==> src/rtl/instr_fetch_if.sv <==
// Fetch/decoder bus for the 12-bit baseline core: program-memory port,
// executing-instruction bus, decoder flow-control strobes and status flags.
interface instr_fetch_if #(
    parameter int PC_W = 11
);
    localparam int PA_W = (PC_W > 9) ? PC_W - 9 : 1;

    logic [PC_W-1:0] pm_addr;
    logic [11:0]     pm_data;
    logic [11:0]     instr;
    logic            goto;
    logic            call;
    logic            retlw;
    logic            pcl_wr;
    logic [7:0]      pcl_data;
    logic            skip;
    logic            sleep;
    logic            wake;
    logic [PA_W-1:0] pa;
    logic            sleeping;
    logic            stk_ovf;
    logic            stk_unf;

    modport master (
        output pm_addr, instr, sleeping, stk_ovf, stk_unf,
        input  pm_data, goto, call, retlw, pcl_wr, pcl_data, skip, sleep, wake, pa
    );

    modport slave (
        input  pm_addr, instr, sleeping, stk_ovf, stk_unf,
        output pm_data, goto, call, retlw, pcl_wr, pcl_data, skip, sleep, wake, pa
    );
endinterface

==> src/rtl/instr_fetch.sv <==
// Instruction fetch/sequencer: PC, 2-level return stack and IR for the 12-bit core.
// Optional stack depth checking is enabled by defining INSTR_FETCH_STK_CHK_EN.
module instr_fetch #(
    parameter int              PC_W      = 11,
    parameter logic [PC_W-1:0] RESET_VEC = {PC_W{1'b1}},
    parameter logic [11:0]     NOP_WORD  = 12'h000
) (
    input  logic           clk,
    input  logic           rst_n,
    instr_fetch_if.master  bus
);

    logic [PC_W-1:0] pc_q, pc_d;
    logic [PC_W-1:0] stk1_q, stk1_d;
    logic [PC_W-1:0] stk2_q, stk2_d;
    logic [11:0]     ir_q, ir_d;
    logic            sleeping_q, sleeping_d;

    logic [PC_W-1:0] pc_inc_s;
    logic [PC_W-1:0] goto_tgt_s;
    logic [PC_W-1:0] call_tgt_s;
    logic [PC_W-1:0] pcl_tgt_s;

    assign pc_inc_s = pc_q + {{(PC_W-1){1'b0}}, 1'b1};

    // Page bits only exist above 512 words; CALL and PCL writes can only reach the lower half-page.
    generate
        if (PC_W > 9) begin : g_paged
            assign goto_tgt_s = {bus.pa, ir_q[8:0]};
            assign call_tgt_s = {bus.pa, 1'b0, ir_q[7:0]};
            assign pcl_tgt_s  = {bus.pa, 1'b0, bus.pcl_data};
        end else begin : g_flat
            assign goto_tgt_s = ir_q[8:0];
            assign call_tgt_s = {1'b0, ir_q[7:0]};
            assign pcl_tgt_s  = {1'b0, bus.pcl_data};
        end
    endgenerate

    // Next-state sequencing; the if-chain order is the strobe priority.
    always_comb begin
        pc_d       = pc_q;
        ir_d       = ir_q;
        stk1_d     = stk1_q;
        stk2_d     = stk2_q;
        sleeping_d = sleeping_q;
        if (sleeping_q) begin
            if (bus.wake) begin
                sleeping_d = 1'b0;
            end else begin
                sleeping_d = 1'b1;
            end
        end else if (bus.sleep) begin
            sleeping_d = 1'b1;
            ir_d       = NOP_WORD;
        end else if (bus.retlw) begin
            pc_d   = stk1_q;
            stk1_d = stk2_q;
            ir_d   = NOP_WORD;
        end else if (bus.call) begin
            pc_d   = call_tgt_s;
            stk1_d = pc_q;
            stk2_d = stk1_q;
            ir_d   = NOP_WORD;
        end else if (bus.goto) begin
            pc_d = goto_tgt_s;
            ir_d = NOP_WORD;
        end else if (bus.pcl_wr) begin
            pc_d = pcl_tgt_s;
            ir_d = NOP_WORD;
        end else if (bus.skip) begin
            pc_d = pc_inc_s;
            ir_d = NOP_WORD;
        end else begin
            pc_d = pc_inc_s;
            ir_d = bus.pm_data;
        end
    end

    // Core fetch state registers.
    always_ff @(posedge clk) begin
        if (!rst_n) begin
            pc_q       <= RESET_VEC;
            ir_q       <= NOP_WORD;
            stk1_q     <= {PC_W{1'b0}};
            stk2_q     <= {PC_W{1'b0}};
            sleeping_q <= 1'b0;
        end else begin
            pc_q       <= pc_d;
            ir_q       <= ir_d;
            stk1_q     <= stk1_d;
            stk2_q     <= stk2_d;
            sleeping_q <= sleeping_d;
        end
    end

`ifdef INSTR_FETCH_STK_CHK_EN
    logic [1:0] depth_q, depth_d;
    logic       ovf_q, ovf_d;
    logic       unf_q, unf_d;
    logic       push_s;
    logic       pop_s;

    // A push/pop only happens when call/retlw actually wins arbitration.
    assign pop_s  = !sleeping_q && !bus.sleep && bus.retlw;
    assign push_s = !sleeping_q && !bus.sleep && !bus.retlw && bus.call;

    // Saturating depth tracking with sticky error flags.
    always_comb begin
        depth_d = depth_q;
        ovf_d   = ovf_q;
        unf_d   = unf_q;
        if (push_s) begin
            if (depth_q == 2'd2) begin
                ovf_d = 1'b1;
            end else begin
                depth_d = depth_q + 2'd1;
            end
        end else if (pop_s) begin
            if (depth_q == 2'd0) begin
                unf_d = 1'b1;
            end else begin
                depth_d = depth_q - 2'd1;
            end
        end else begin
            depth_d = depth_q;
        end
    end

    // Stack-check registers.
    always_ff @(posedge clk) begin
        if (!rst_n) begin
            depth_q <= 2'd0;
            ovf_q   <= 1'b0;
            unf_q   <= 1'b0;
        end else begin
            depth_q <= depth_d;
            ovf_q   <= ovf_d;
            unf_q   <= unf_d;
        end
    end

    assign bus.stk_ovf = ovf_q;
    assign bus.stk_unf = unf_q;
`else
    assign bus.stk_ovf = 1'b0;
    assign bus.stk_unf = 1'b0;
`endif

    assign bus.pm_addr  = pc_q;
    assign bus.instr    = ir_q;
    assign bus.sleeping = sleeping_q;

endmodule

==> src/flat_wrapper.sv <==
// flat-port wrapper written by rule: the top's interface ports become plain ports
module instr_fetch_flat 
#(
    parameter int              PC_W      = 11,
    parameter logic [PC_W-1:0] RESET_VEC = {PC_W{1'b1}},
    parameter logic [11:0]     NOP_WORD  = 12'h000
)
  (clk, rst_n, bus_pm_addr, bus_instr, bus_sleeping, bus_stk_ovf, bus_stk_unf, bus_pm_data, bus_goto, bus_call, bus_retlw, bus_pcl_wr, bus_pcl_data, bus_skip, bus_sleep, bus_wake, bus_pa);
  instr_fetch_if #(.PC_W(PC_W)) bus_i ();
  input  logic clk;
  input  logic rst_n;
  output wire logic [$bits(bus_i.pm_addr)-1:0] bus_pm_addr;
  output wire logic [$bits(bus_i.instr)-1:0] bus_instr;
  output wire logic [$bits(bus_i.sleeping)-1:0] bus_sleeping;
  output wire logic [$bits(bus_i.stk_ovf)-1:0] bus_stk_ovf;
  output wire logic [$bits(bus_i.stk_unf)-1:0] bus_stk_unf;
  input wire logic [$bits(bus_i.pm_data)-1:0] bus_pm_data;
  input wire logic [$bits(bus_i.goto)-1:0] bus_goto;
  input wire logic [$bits(bus_i.call)-1:0] bus_call;
  input wire logic [$bits(bus_i.retlw)-1:0] bus_retlw;
  input wire logic [$bits(bus_i.pcl_wr)-1:0] bus_pcl_wr;
  input wire logic [$bits(bus_i.pcl_data)-1:0] bus_pcl_data;
  input wire logic [$bits(bus_i.skip)-1:0] bus_skip;
  input wire logic [$bits(bus_i.sleep)-1:0] bus_sleep;
  input wire logic [$bits(bus_i.wake)-1:0] bus_wake;
  input wire logic [$bits(bus_i.pa)-1:0] bus_pa;
  assign bus_pm_addr = bus_i.pm_addr;
  assign bus_instr = bus_i.instr;
  assign bus_sleeping = bus_i.sleeping;
  assign bus_stk_ovf = bus_i.stk_ovf;
  assign bus_stk_unf = bus_i.stk_unf;
  assign bus_i.pm_data = bus_pm_data;
  assign bus_i.goto = bus_goto;
  assign bus_i.call = bus_call;
  assign bus_i.retlw = bus_retlw;
  assign bus_i.pcl_wr = bus_pcl_wr;
  assign bus_i.pcl_data = bus_pcl_data;
  assign bus_i.skip = bus_skip;
  assign bus_i.sleep = bus_sleep;
  assign bus_i.wake = bus_wake;
  assign bus_i.pa = bus_pa;
  instr_fetch #(.PC_W(PC_W), .RESET_VEC(RESET_VEC), .NOP_WORD(NOP_WORD)) u_core (.clk(clk), .rst_n(rst_n), .bus(bus_i));
endmodule
==> config.mk <==
export PLATFORM = sky130hd
export DESIGN_NAME = instr_fetch_flat
export DESIGN_NICKNAME = d
export VERILOG_FILES = /design/src/rtl/instr_fetch_if.sv /design/src/rtl/instr_fetch.sv /design/src/flat_wrapper.sv
export SDC_FILE = /design/constraint.sdc
export NUM_CORES = 1
export LEC_CHECK = 0
export BUFFER_PORTS_ARGS = -buffer_cell sky130_fd_sc_hd__buf_2
export CELL_PAD_IN_SITES_DETAIL_PLACEMENT = 1
export CELL_PAD_IN_SITES_GLOBAL_PLACEMENT = 1
export CORE_MARGIN = 5
export CORE_UTILIZATION = 38
export DETAILED_ROUTE_END_ITERATION = 12
export PLACE_DENSITY = 0.76
export SETUP_SLACK_MARGIN = 0.2
export SLEW_MARGIN = 10
export SYNTH_ARGS = -nofsm -noshare
export SYNTH_HDL_FRONTEND = slang
export SYNTH_SLANG_ARGS = --single-unit
export TNS_END_PERCENT = 50
==> constraint.sdc <==
create_clock -name clk -period 2 [get_ports clk]
set_clock_uncertainty 0.1 [all_clocks]
set_input_delay 0.4 -clock clk [delete_from_list [all_inputs] [get_ports clk]]
set_output_delay 0.4 -clock clk [all_outputs]
set_load 0.01 [all_outputs]
==> flow_metrics.py <==
metrics = {
    "timing": {
        "tns_ns": 0,
        "holdWs_ns": 0.168,
        "maxClockFrequency_mhz": 601,
        "worst_slack_ns": 0.336,
        "report.final.slew_viol_count": 0,
        "slew_headroom": 0.619,
        "worstMarginPinSlew_ns": 0.569,
        "finalHoldViolCount": 0,
        "setup_viol_count_final": 0,
        "rsz0062_at_grt": "true",
        "period_share": 0.832,
        "min_period_ns": 1.66,
    },
    "grt": {
        "grt-ovfl-total": 0,
        "grt_max_degree": 28,
        "grt_pass1_wl_mm": 11.9,
        "grt_use_total": 0.200,
        "first_global_vias": 2367,
        "antenna_found_initial": 0,
    },
    "logic_synthesis": {
        "avgSynthCellArea_sq_um": 8.20,
        "synthesis.area_sq_mm": 0.00227,
        "ys_types": 50,
        "ys.flop_type": "dfxtp_1",
        "synthArstFlopShare": 0,
        "ys_seq_area_frac": 0.405,
        "synth-edff-count": 0,
        "synth_seq_cells": 46,
        "yosysWarnings": 0,
        "syn_inst": 277,
    },
    "critical_path": {
        "reg2reg_slack_ns": 0.34,
        "cp-end-kind": "register",
        "r2r_cells": 3,
        "worstSetupStartpointType": "register",
        "worstSetupPathType": "reg -> reg",
        "arrival_ns": 1.78,
        "r2r-end": "u_core.bus.pm_addr[5]",
        "reg2reg_from": "u_core.bus.pm_addr[4]",
        "worstPathRequired_ns": 2.12,
        "critical_path.max_fanout": 9,
    },
    "floorplanning": {
        "die_y_microns": 87.3,
        "fp-row-count": 28,
        "initial_utilization": 0.388,
        "coreArea_sq_mm": 0.00585,
        "ios": 57,
        "die_width_microns": 87.3,
        "die-area_sq_mm": 0.00763,
    },
    "placement": {
        "gp_congestion": 0.733,
        "io_buffer_count": 54,
        "hpwl_mm": 5.31,
        "dpl_worst_slack_ns": 0.134,
        "place_area_sq_mm": 0.00269,
    },
    "final_layout": {
        "drive_gt1_frac": 0.269,
        "nNetsFinal": 366,
        "antennaDiodeCount": 0,
        "fin_area_sq_mm": 0.00279,
        "fin_util": 0.477,
        "syn_to_final_growth_pct": 22.8,
    },
    "route": {
        "detail_route.iter0.violations": 120,
        "ant_nets": 0,
        "drcViolationCount": 0,
        "vias_per_cell": 5.64,
        "dr.pass1.iters": 4,
        "wl_per_cell_microns": 17.6,
        "routed_wl_mm": 7.20,
        "vias": 2311,
    },
    "worst_hold_path": {
        "hold_path_class": "in -> reg",
        "worstHoldStart": "bus_wake",
        "holdPathStages": 2,
        "min_to": "u_core.bus.sleeping",
    },
    "clock_tree": {
        "cts_tree": "built",
        "clk_path_buf_depth": 2,
        "cts_buffers": 5,
        "clk_pin_slew_ns": 0.09,
        "cts.sinks": 46,
        "postCtsSetupRepairBufs": 0,
        "cts_root_buffer": "clkbuf_8",
        "cts-htree-levels": 2,
        "cts-hold-fix-buffers": 0,
        "clk_latency_ns": 0.31,
    },
    "job": {
        "drv_cap": 0,
    },
    "power": {
        "p_leak_nw": 1.15,
        "ir_drop_mv": 0.327,
        "powerDensity_mw_per_mm2": 726,
    },
    "status": {
        "status": "completed",
    },
}
==> critical path, cell delays in order (launching register included) <==
cell and delay (ns):
dfxtp_1 0.44, nand3_2 0.24, or4_1 0.54, a32oi_1 0.25
==> cells in the mapped netlist (3+ instances only) <==
library cell	n	area, sq um
inv_1	5	18.8
o21a_1	3	22.5
nor3_1	7	35.0
o21ai_0	11	55.1
mux2i_1	12	120
nand2_1	33	124
a21oi_1	25	125
clkbuf_1	10	37.5
nand3_1	4	20.0
nor2_1	33	124
dfxtp_1	46	921
a211oi_1	12	90.1
buf_2	11	55.1
buf_4	3	22.5
nand4_1	4	25.0
a211o_1	3	26.3
a22oi_1	13	97.6
==> registers in the layout, indices dropped and copies added, names as in the netlist <==
signal,flops
u_core.bus.instr,12
u_core.bus.pm_addr,11
u_core.stk1_q,11
u_core.stk2_q,11
u_core.bus.sleeping,1
==> layout by cell type (no fill, tap or decap), types with 2 or more instances in the layout <==
cell and n:
clkbuf_8 6, a31oi_1 2, nor2_1 33, buf_2 54, o31a_1 2, mux2i_1 12, a211oi_1 12, dfxtp_1 46
buf_12 2, xnor2_1 2, nor3_1 6, a211o_1 3, o21a_1 3, buf_4 18, a221o_1 2, nor2b_1 2
nand2_1 33, o21ai_0 11, nor2_2 2, inv_1 5, a31o_2 2, a21oi_1 25, nand3b_1 2, nand3_1 3
a22oi_1 13, conb_1 2, a221oi_1 2, nand4_1 4
==> kinds of logic (layout without fill, tap and decap cells) <==
logic type / count (synthesis) / in the layout / synth area share
buf+inv: 30 / 87 / 0.0639
xor+xnor: 2 / 2 / 0.00771
compound gates: 87 / 87 / 0.258
mux: 12 / 12 / 0.0529
simple gates: 98 / 98 / 0.205
other cells: 1 / 2 / 0.00165
flops: 46 / 46 / 0.405
fa+ha+maj: 1 / 1 / 0.00551
==> power breakdown <==
group | switching, mW | total [mW] | internal, mW
registers | 0.0456 | 1.01 | 0.961
clock network | 0.323 | 0.602 | 0.280
logic | 0.240 | 0.417 | 0.177
total | 0.609 | 2.03 | 1.42
==> per-layer routing <==
metal  vias up  track usage  routed length, microns
li1       1105            -                       -
met1      1143        0.256                    3270
met2        50        0.342                    3580
met3        13       0.0303                     244
met4         0       0.0614                     106
met5         -            0                       0
==> how the worst max path moves through the flow <==
stage	cells after the start	slack, ns	start	end
2_1_floorplan	4	0.29	bus_call	u_core.bus.pm_addr[5]
3_3_place_gp	4	0.20	bus_goto	u_core.bus.pm_addr[5]
3_5_place_dp	4	0.13	bus_goto	u_core.bus.pm_addr[5]
4_1_cts	5	0.28	u_core.bus.pm_addr[0]	u_core.bus.pm_addr[10]
5_1_grt	4	0.17	u_core.bus.sleeping	u_core.bus.pm_addr[5]
6_report	3	0.34	u_core.bus.pm_addr[4]	u_core.bus.pm_addr[5]
==> stage by stage <==
step	power, mW	cells
floorplan	1.28	278
global placement	1.42	402
detailed placement	1.44	402
CTS	2.05	410
global route	2.13	410
finish	2.03	410
==> area by class of cell <==
class,instances,area [sq um]
Timing Repair Buffer,74,445
Inverter,5,18.8
Fill cell,749,3060
Tap cell,75,93.8
Multi-Input combinational cell,202,1220
Clock buffer,7,86.3
Clock inverter,1,5.00
Sequential cell,46,921
==> timing repair <==
action | 4_1_cts | 5_1_grt
endpoints found under the setup margin | 0 | 2
gates resized for setup | 0 | 2
hold endpoints to repair | 0 | 0
No activity file was read; power rests on OpenSTA's default activity.
